--- src/rtl/decode_fetch_queue.sv ---
// ---------------------------------------------------------------------------
// decode_fetch_queue
//
// Multi-lane instruction queue between fetch and decode. Each cycle it accepts
// up to fetchWidth instructions and gives each one a sequential major ID. The
// instructions are held in a circular buffer, and up to decodeWidth of them
// are presented to decode under a stall handshake. A flush empties the queue
// and restarts major-ID numbering from flushMajId_i.
//
// Ports
//   clock_i, reset_i     clock; synchronous active-high reset
//   enable_i             input bundle valid
//   stall_i              decode cannot accept this cycle (no pop)
//   flush_i              discard all entries, reload the major-ID counter
//   flushMajId_i         major ID of the first instruction after a flush
//   instCount_i          valid input lanes, contiguous from lane 0
//   instructions_i       lane k at [k*instructionWidth +: instructionWidth]
//   address_i            lane 0 address; lane k sits at address_i + 4k
//   is64Bit_i/pid_i/tid_i  bundle-wide attributes copied into every entry
//   ready_o              at least fetchWidth free entries
//   enable_o, outCount_o valid output lanes (contiguous from lane 0)
//   instructions_o, addresses_o, majIds_o, is64Bit_o, pids_o, tids_o
//                        per-lane output fields; unused lanes read as zero
//   overflow_o           sticky: a push arrived while ready_o was low
// ---------------------------------------------------------------------------
module decode_fetch_queue #(
  parameter int addressWidth            = 64,
  parameter int instructionWidth        = 32,
  parameter int PidSize                 = 20,
  parameter int TidSize                 = 16,
  parameter int instructionCounterWidth = 64,
  parameter int fetchWidth              = 2,
  parameter int decodeWidth             = 2,
  parameter int queueDepth              = 8,
  parameter int countWidth              = $clog2(queueDepth + 1)
) (
  input  logic                                    clock_i,
  input  logic                                    reset_i,
  input  logic                                    enable_i,
  input  logic                                    stall_i,
  input  logic                                    flush_i,
  input  logic [instructionCounterWidth-1:0]      flushMajId_i,
  input  logic [$clog2(fetchWidth+1)-1:0]         instCount_i,
  input  logic [fetchWidth*instructionWidth-1:0]  instructions_i,
  input  logic [addressWidth-1:0]                 address_i,
  input  logic                                    is64Bit_i,
  input  logic [PidSize-1:0]                      pid_i,
  input  logic [TidSize-1:0]                      tid_i,
  output logic                                    ready_o,
  output logic                                    enable_o,
  output logic [$clog2(decodeWidth+1)-1:0]        outCount_o,
  output logic [decodeWidth*instructionWidth-1:0] instructions_o,
  output logic [decodeWidth*addressWidth-1:0]     addresses_o,
  output logic [decodeWidth*instructionCounterWidth-1:0] majIds_o,
  output logic [decodeWidth-1:0]                  is64Bit_o,
  output logic [decodeWidth*PidSize-1:0]          pids_o,
  output logic [decodeWidth*TidSize-1:0]          tids_o,
  output logic                                    overflow_o
);

  localparam int ptrWidth      = $clog2(queueDepth);
  localparam int inCountWidth  = $clog2(fetchWidth + 1);
  localparam int outCountWidth = $clog2(decodeWidth + 1);

  typedef struct packed {
    logic [instructionWidth-1:0]        instruction;
    logic [addressWidth-1:0]            address;
    logic [instructionCounterWidth-1:0] majId;
    logic                               is64Bit;
    logic [PidSize-1:0]                 pid;
    logic [TidSize-1:0]                 tid;
  } entryT;

  entryT                              storage [queueDepth];
  logic [ptrWidth-1:0]                head;
  logic [ptrWidth-1:0]                tail;
  logic [countWidth-1:0]              count;
  logic [instructionCounterWidth-1:0] majIdCtr;
  logic                               overflow;

  logic                               ready;
  logic [inCountWidth-1:0]            laneCount;
  logic [countWidth-1:0]              pushN;
  logic [outCountWidth-1:0]           outCount;
  logic [outCountWidth-1:0]           popN;

  // ready depends on the registered count only. A pop on the same edge does
  // not count toward it, so this can refuse a bundle that would have fit.
  assign ready     = (count <= countWidth'(queueDepth - fetchWidth));
  // An out-of-range lane count is clamped instead of corrupting the pointers.
  assign laneCount = (instCount_i > inCountWidth'(fetchWidth)) ?
                     inCountWidth'(fetchWidth) : instCount_i;
  assign pushN     = (enable_i && ready && !flush_i) ? countWidth'(laneCount) : '0;
  assign outCount  = (count < countWidth'(decodeWidth)) ?
                     outCountWidth'(count) : outCountWidth'(decodeWidth);
  assign popN      = (!stall_i && !flush_i) ? outCount : '0;

  // Control state. Reset takes priority over flush, and flush over push/pop.
  always_ff @(posedge clock_i) begin
    // NOTE: sequential state uses non-blocking assignments, so every reader
    // in this edge sees the pre-edge values regardless of block ordering.
    if (reset_i) begin
      head     <= '0;
      tail     <= '0;
      count    <= '0;
      majIdCtr <= '0;
      overflow <= 1'b0;
    end else if (flush_i) begin
      head     <= '0;
      tail     <= '0;
      count    <= '0;
      majIdCtr <= flushMajId_i;
    end else begin
      head     <= head + ptrWidth'(popN);
      tail     <= tail + ptrWidth'(pushN);
      count    <= count + pushN - countWidth'(popN);
      majIdCtr <= majIdCtr + instructionCounterWidth'(pushN);
      if (enable_i && !ready) begin
        overflow <= 1'b1;
      end
    end
  end

  // Entry storage. The pointer arithmetic wraps naturally modulo queueDepth.
  // NOTE: the array has no reset. count gates every read, so stale contents
  // never reach the outputs, and the array can map onto plain RAM/flops.
  always_ff @(posedge clock_i) begin
    for (int k = 0; k < fetchWidth; k++) begin
      if (countWidth'(k) < pushN) begin
        storage[tail + ptrWidth'(k)] <= '{
          instruction: instructions_i[k*instructionWidth +: instructionWidth],
          address:     address_i + addressWidth'(4 * k),
          majId:       majIdCtr + instructionCounterWidth'(k),
          is64Bit:     is64Bit_i,
          pid:         pid_i,
          tid:         tid_i
        };
      end
    end
  end

  // Output lanes read straight from registered state.
  always_comb begin
    // NOTE: every output gets a default before the loop. Lanes past outCount
    // then read as zero, and no path through the block infers a latch.
    instructions_o = '0;
    addresses_o    = '0;
    majIds_o       = '0;
    is64Bit_o      = '0;
    pids_o         = '0;
    tids_o         = '0;
    for (int k = 0; k < decodeWidth; k++) begin
      if (outCountWidth'(k) < outCount) begin
        instructions_o[k*instructionWidth +: instructionWidth] =
          storage[head + ptrWidth'(k)].instruction;
        addresses_o[k*addressWidth +: addressWidth] =
          storage[head + ptrWidth'(k)].address;
        majIds_o[k*instructionCounterWidth +: instructionCounterWidth] =
          storage[head + ptrWidth'(k)].majId;
        is64Bit_o[k] = storage[head + ptrWidth'(k)].is64Bit;
        pids_o[k*PidSize +: PidSize] = storage[head + ptrWidth'(k)].pid;
        tids_o[k*TidSize +: TidSize] = storage[head + ptrWidth'(k)].tid;
      end
    end
  end

  assign ready_o    = ready;
  assign enable_o   = (outCount != '0);
  assign outCount_o = outCount;
  assign overflow_o = overflow;

endmodule

--- config.mk ---
export PLATFORM = sky130hd
export DESIGN_NAME = decode_fetch_queue
export DESIGN_NICKNAME = d
export VERILOG_FILES = /design/src/rtl/decode_fetch_queue.sv
export SDC_FILE = /design/constraint.sdc
export NUM_CORES = 2
export LEC_CHECK = 0
export ABC_AREA = 0
export CORE_MARGIN = 5
export CORE_UTILIZATION = 35
export CTS_CLUSTER_DIAMETER = 100
export DETAILED_ROUTE_END_ITERATION = 16
export REMOVE_ABC_BUFFERS = 1
export SLEW_MARGIN = 20
export SYNTH_ARGS = -nofsm -noshare
export SYNTH_HDL_FRONTEND = slang
export SYNTH_SLANG_ARGS = --single-unit
--- constraint.sdc ---
create_clock -name clock_i -period 41.8 [get_ports clock_i]
set_clock_uncertainty 0.05 [all_clocks]
set_input_delay 6.27 -clock clock_i [delete_from_list [all_inputs] [get_ports clock_i]]
set_output_delay 6.27 -clock clock_i [all_outputs]
set_load 0.03 [all_outputs]
==> flow_summary.ini <==
[outcome]
status = finished, final reports clean

[detailed_routing]
dr.pass1.iters = 6
routed_wl_microns = 337000
wl_per_cell_microns = 29.0
vias_per_cell = 5.82
ant_nets = 0
route.detailed.drc = 0
vias = 67700
drt_iter0_drc = 8332

[job]
max-cap-violations = 0

[critical_path]
cp.arrival_ns = 8.85
crit_path_start_kind = flip-flop
crit_path_end_kind = primary output
r2r_slack_ns = 36.09
crit_type = flip-flop to primary output
crit_required_ns = 35.48
path_max_fanout = 67

[layout]
synthToLayoutAreaGrowth_pct = 15.9
nets = 8148
final_area_sq_um = 110000
drive_above_1_share_pct = 15.8

[logic_synthesis]
synth_area_leaders = edfxtp_1, mux4_2, xor2_1
synth_area_leader_cell = edfxtp_1
postSynthCellCount = 7665
synthMostInstantiatedCell = edfxtp_1
synth_edf_count = 1576
synth_area_per_cell_sq_um = 12.4
ys.flop_type = edfxtp_1
syn_area_sq_um = 95200
yosysWarnings = 0
ys_types = 55
synth_seq_cells = 1651
synth_common_cells = edfxtp_1, nand2_1, nor2_1
ys_async_sr_fraction_pct = 0
seq_area_frac_synth_pct = 51.3
netlist.area_leader.share_pct = 49.7

[sta]
worst_pin_slew_ns = 1.17
period_minus_slack_ns = 15.17
layout_worst_path_cycle_share_pct = 36.3
finalSetupViolations = 0
setup_tns_ns = 0
finalHoldViolCount = 0
rsz0062_at_grt = no
report.final.slew_viol_count = 0
slew_headroom_pct = 21.7
fmax_mhz = 65.9

[placement]
portBuffers = 634
post-dp-hpwl_microns = 203000
place_area_sq_um = 104000
routabilityCongestion = 0.868

[grt]
grt_max_degree = 132
grt_pass1_wl_microns = 483000
grt_pass1_vias = 67000
grt-ovfl-total = 0
antenna_found_initial = 36
grtUsageTotal_pct = 23.0

[die]
core.rowCount = 191
boundaryPins = 635
initial_utilization_pct = 35.2
die_x_microns = 531
die_h_microns = 531
core-area_sq_um = 271000
dieArea_sq_um = 282000

[pwr]
power.density_nw_per_um2 = 38.4
ir_drop_mv = 0.0329
p_leak_nw = 35.9

[clock_tree]
cts.htree.levels = 4
clk_path_buf_depth = 4
cts_sinks = 1651
post_cts_resized = 0
cts_root_buf = clkbuf_16
ctsHoldBuffers = 0
post-cts-setup-buffers = 0
clk-insertion-delay-late_ns = 0.90
cts_tree = built
numCtsBuffers = 193
path_clk_slew_ns = 0.06

[hold_path]
worst_hold_path_type = flip-flop to flip-flop
[cell usage in the layout (no fill, tap or decap), types with 7 or more instances in the layout]
cell,n
a311oi_1,16
edfxtp_1,1576
nor4_2,15
clkinv_1,44
nand2_1,1528
or4_1,8
a211oi_1,30
xnor2_1,319
clkinv_4,7
mux4_2,788
nor2_1,802
or3_1,20
nand4_2,7
diode_2,13
nor4_4,10
buf_4,126
nand4_1,101
and3_1,16
o21ai_0,29
clkinv_2,36
nand3_1,83
nor3_1,208
clkbuf_16,193
buf_12,13
clkbuf_1,33
dfxtp_1,72
and2_1,14
inv_1,23
nor4_1,26
and4_1,16
clkdlybuf4s50_1,633
ha_1,13
bufinv_16,13
mux2i_1,200
a21oi_1,212
xor2_1,715
[worst paths after layout]
kind              startpoint               end  cells after the start
setup / recovery     head[0]  addresses_o[126]                     11
hold / removal    overflow_o        overflow_o                      2
setup reg to reg    count[3]   storage[1][154]                      9
hold reg to reg   overflow_o        overflow_o                      2
[kinds of logic after synthesis]
logic type      Yosys count  synth area share (%)
simple gates           2894                  12.9
flops                  1651                  51.3
xor+xnor               1036                  9.53
mux                     988                  20.7
buf+inv                 769                  3.42
compound gates          308                  1.81
fa+ha+maj                19                 0.289
[final cells by class]
| type | instances | area (sq um) |
|---|---|---|
| Sequential cell | 1651 | 48800 |
| Fill cell | 25000 | 160000 |
| Antenna cell | 13 | 32.5 |
| Inverter | 28 | 106 |
| Clock inverter | 113 | 968 |
| Tap cell | 3570 | 4470 |
| Multi-Input combinational cell | 5245 | 43400 |
| Timing Repair Buffer | 774 | 7560 |
| Clock buffer | 228 | 4980 |
[critical path, stage by stage, from the launching register on]
cell	delay, ns
dfxtp_4	0.58
buf_4	0.58
buf_6	0.67
buf_4	0.87
buf_4	0.83
buf_4	0.89
buf_4	0.82
buf_4	0.87
mux4_2	0.39
nand2_1	0.06
a21oi_1	0.37
clkdlybuf4s50_1	0.75
[sequential cells by signal (all words and copies together) (netlist names)]
name,flops
storage,1576
overflow_o,1
majIdCtr,64
head,3
count,4
tail,3
[metal layers]
metal | part of all wire, % | routed length [microns] | GRT usage [%]
met5 | 0.032 | 108 | 0
met4 | 3.2 | 10800 | 6.80
met3 | 11 | 35700 | 5.30
met2 | 46 | 155000 | 36.3
met1 | 40 | 136000 | 31.8
[stage by stage]
step,setup slack (ns),std cells,utilization (%),hold slack [ns],power (mW)
after floorplan,0.877,6924,-,0.500,2.33
after global placement,27.28,11300,38.5,0.406,2.62
after detailed placement,27.11,11300,38.5,0.423,2.63
after CTS,26.17,11600,40.7,0.449,4.25
after global routing,25.85,11600,40.7,0.489,4.36
final,26.63,11600,40.8,0.444,4.23
[report_power, final]
part / leakage, nW / switching (mW) / total [mW] / internal [mW]
registers: 14.9 / 0.0360 / 1.88 / 1.85
logic: 18.1 / 0.461 / 0.714 / 0.253
clock network: 2.92 / 0.705 / 1.64 / 0.930
Power figures use the tool's default switching activity.
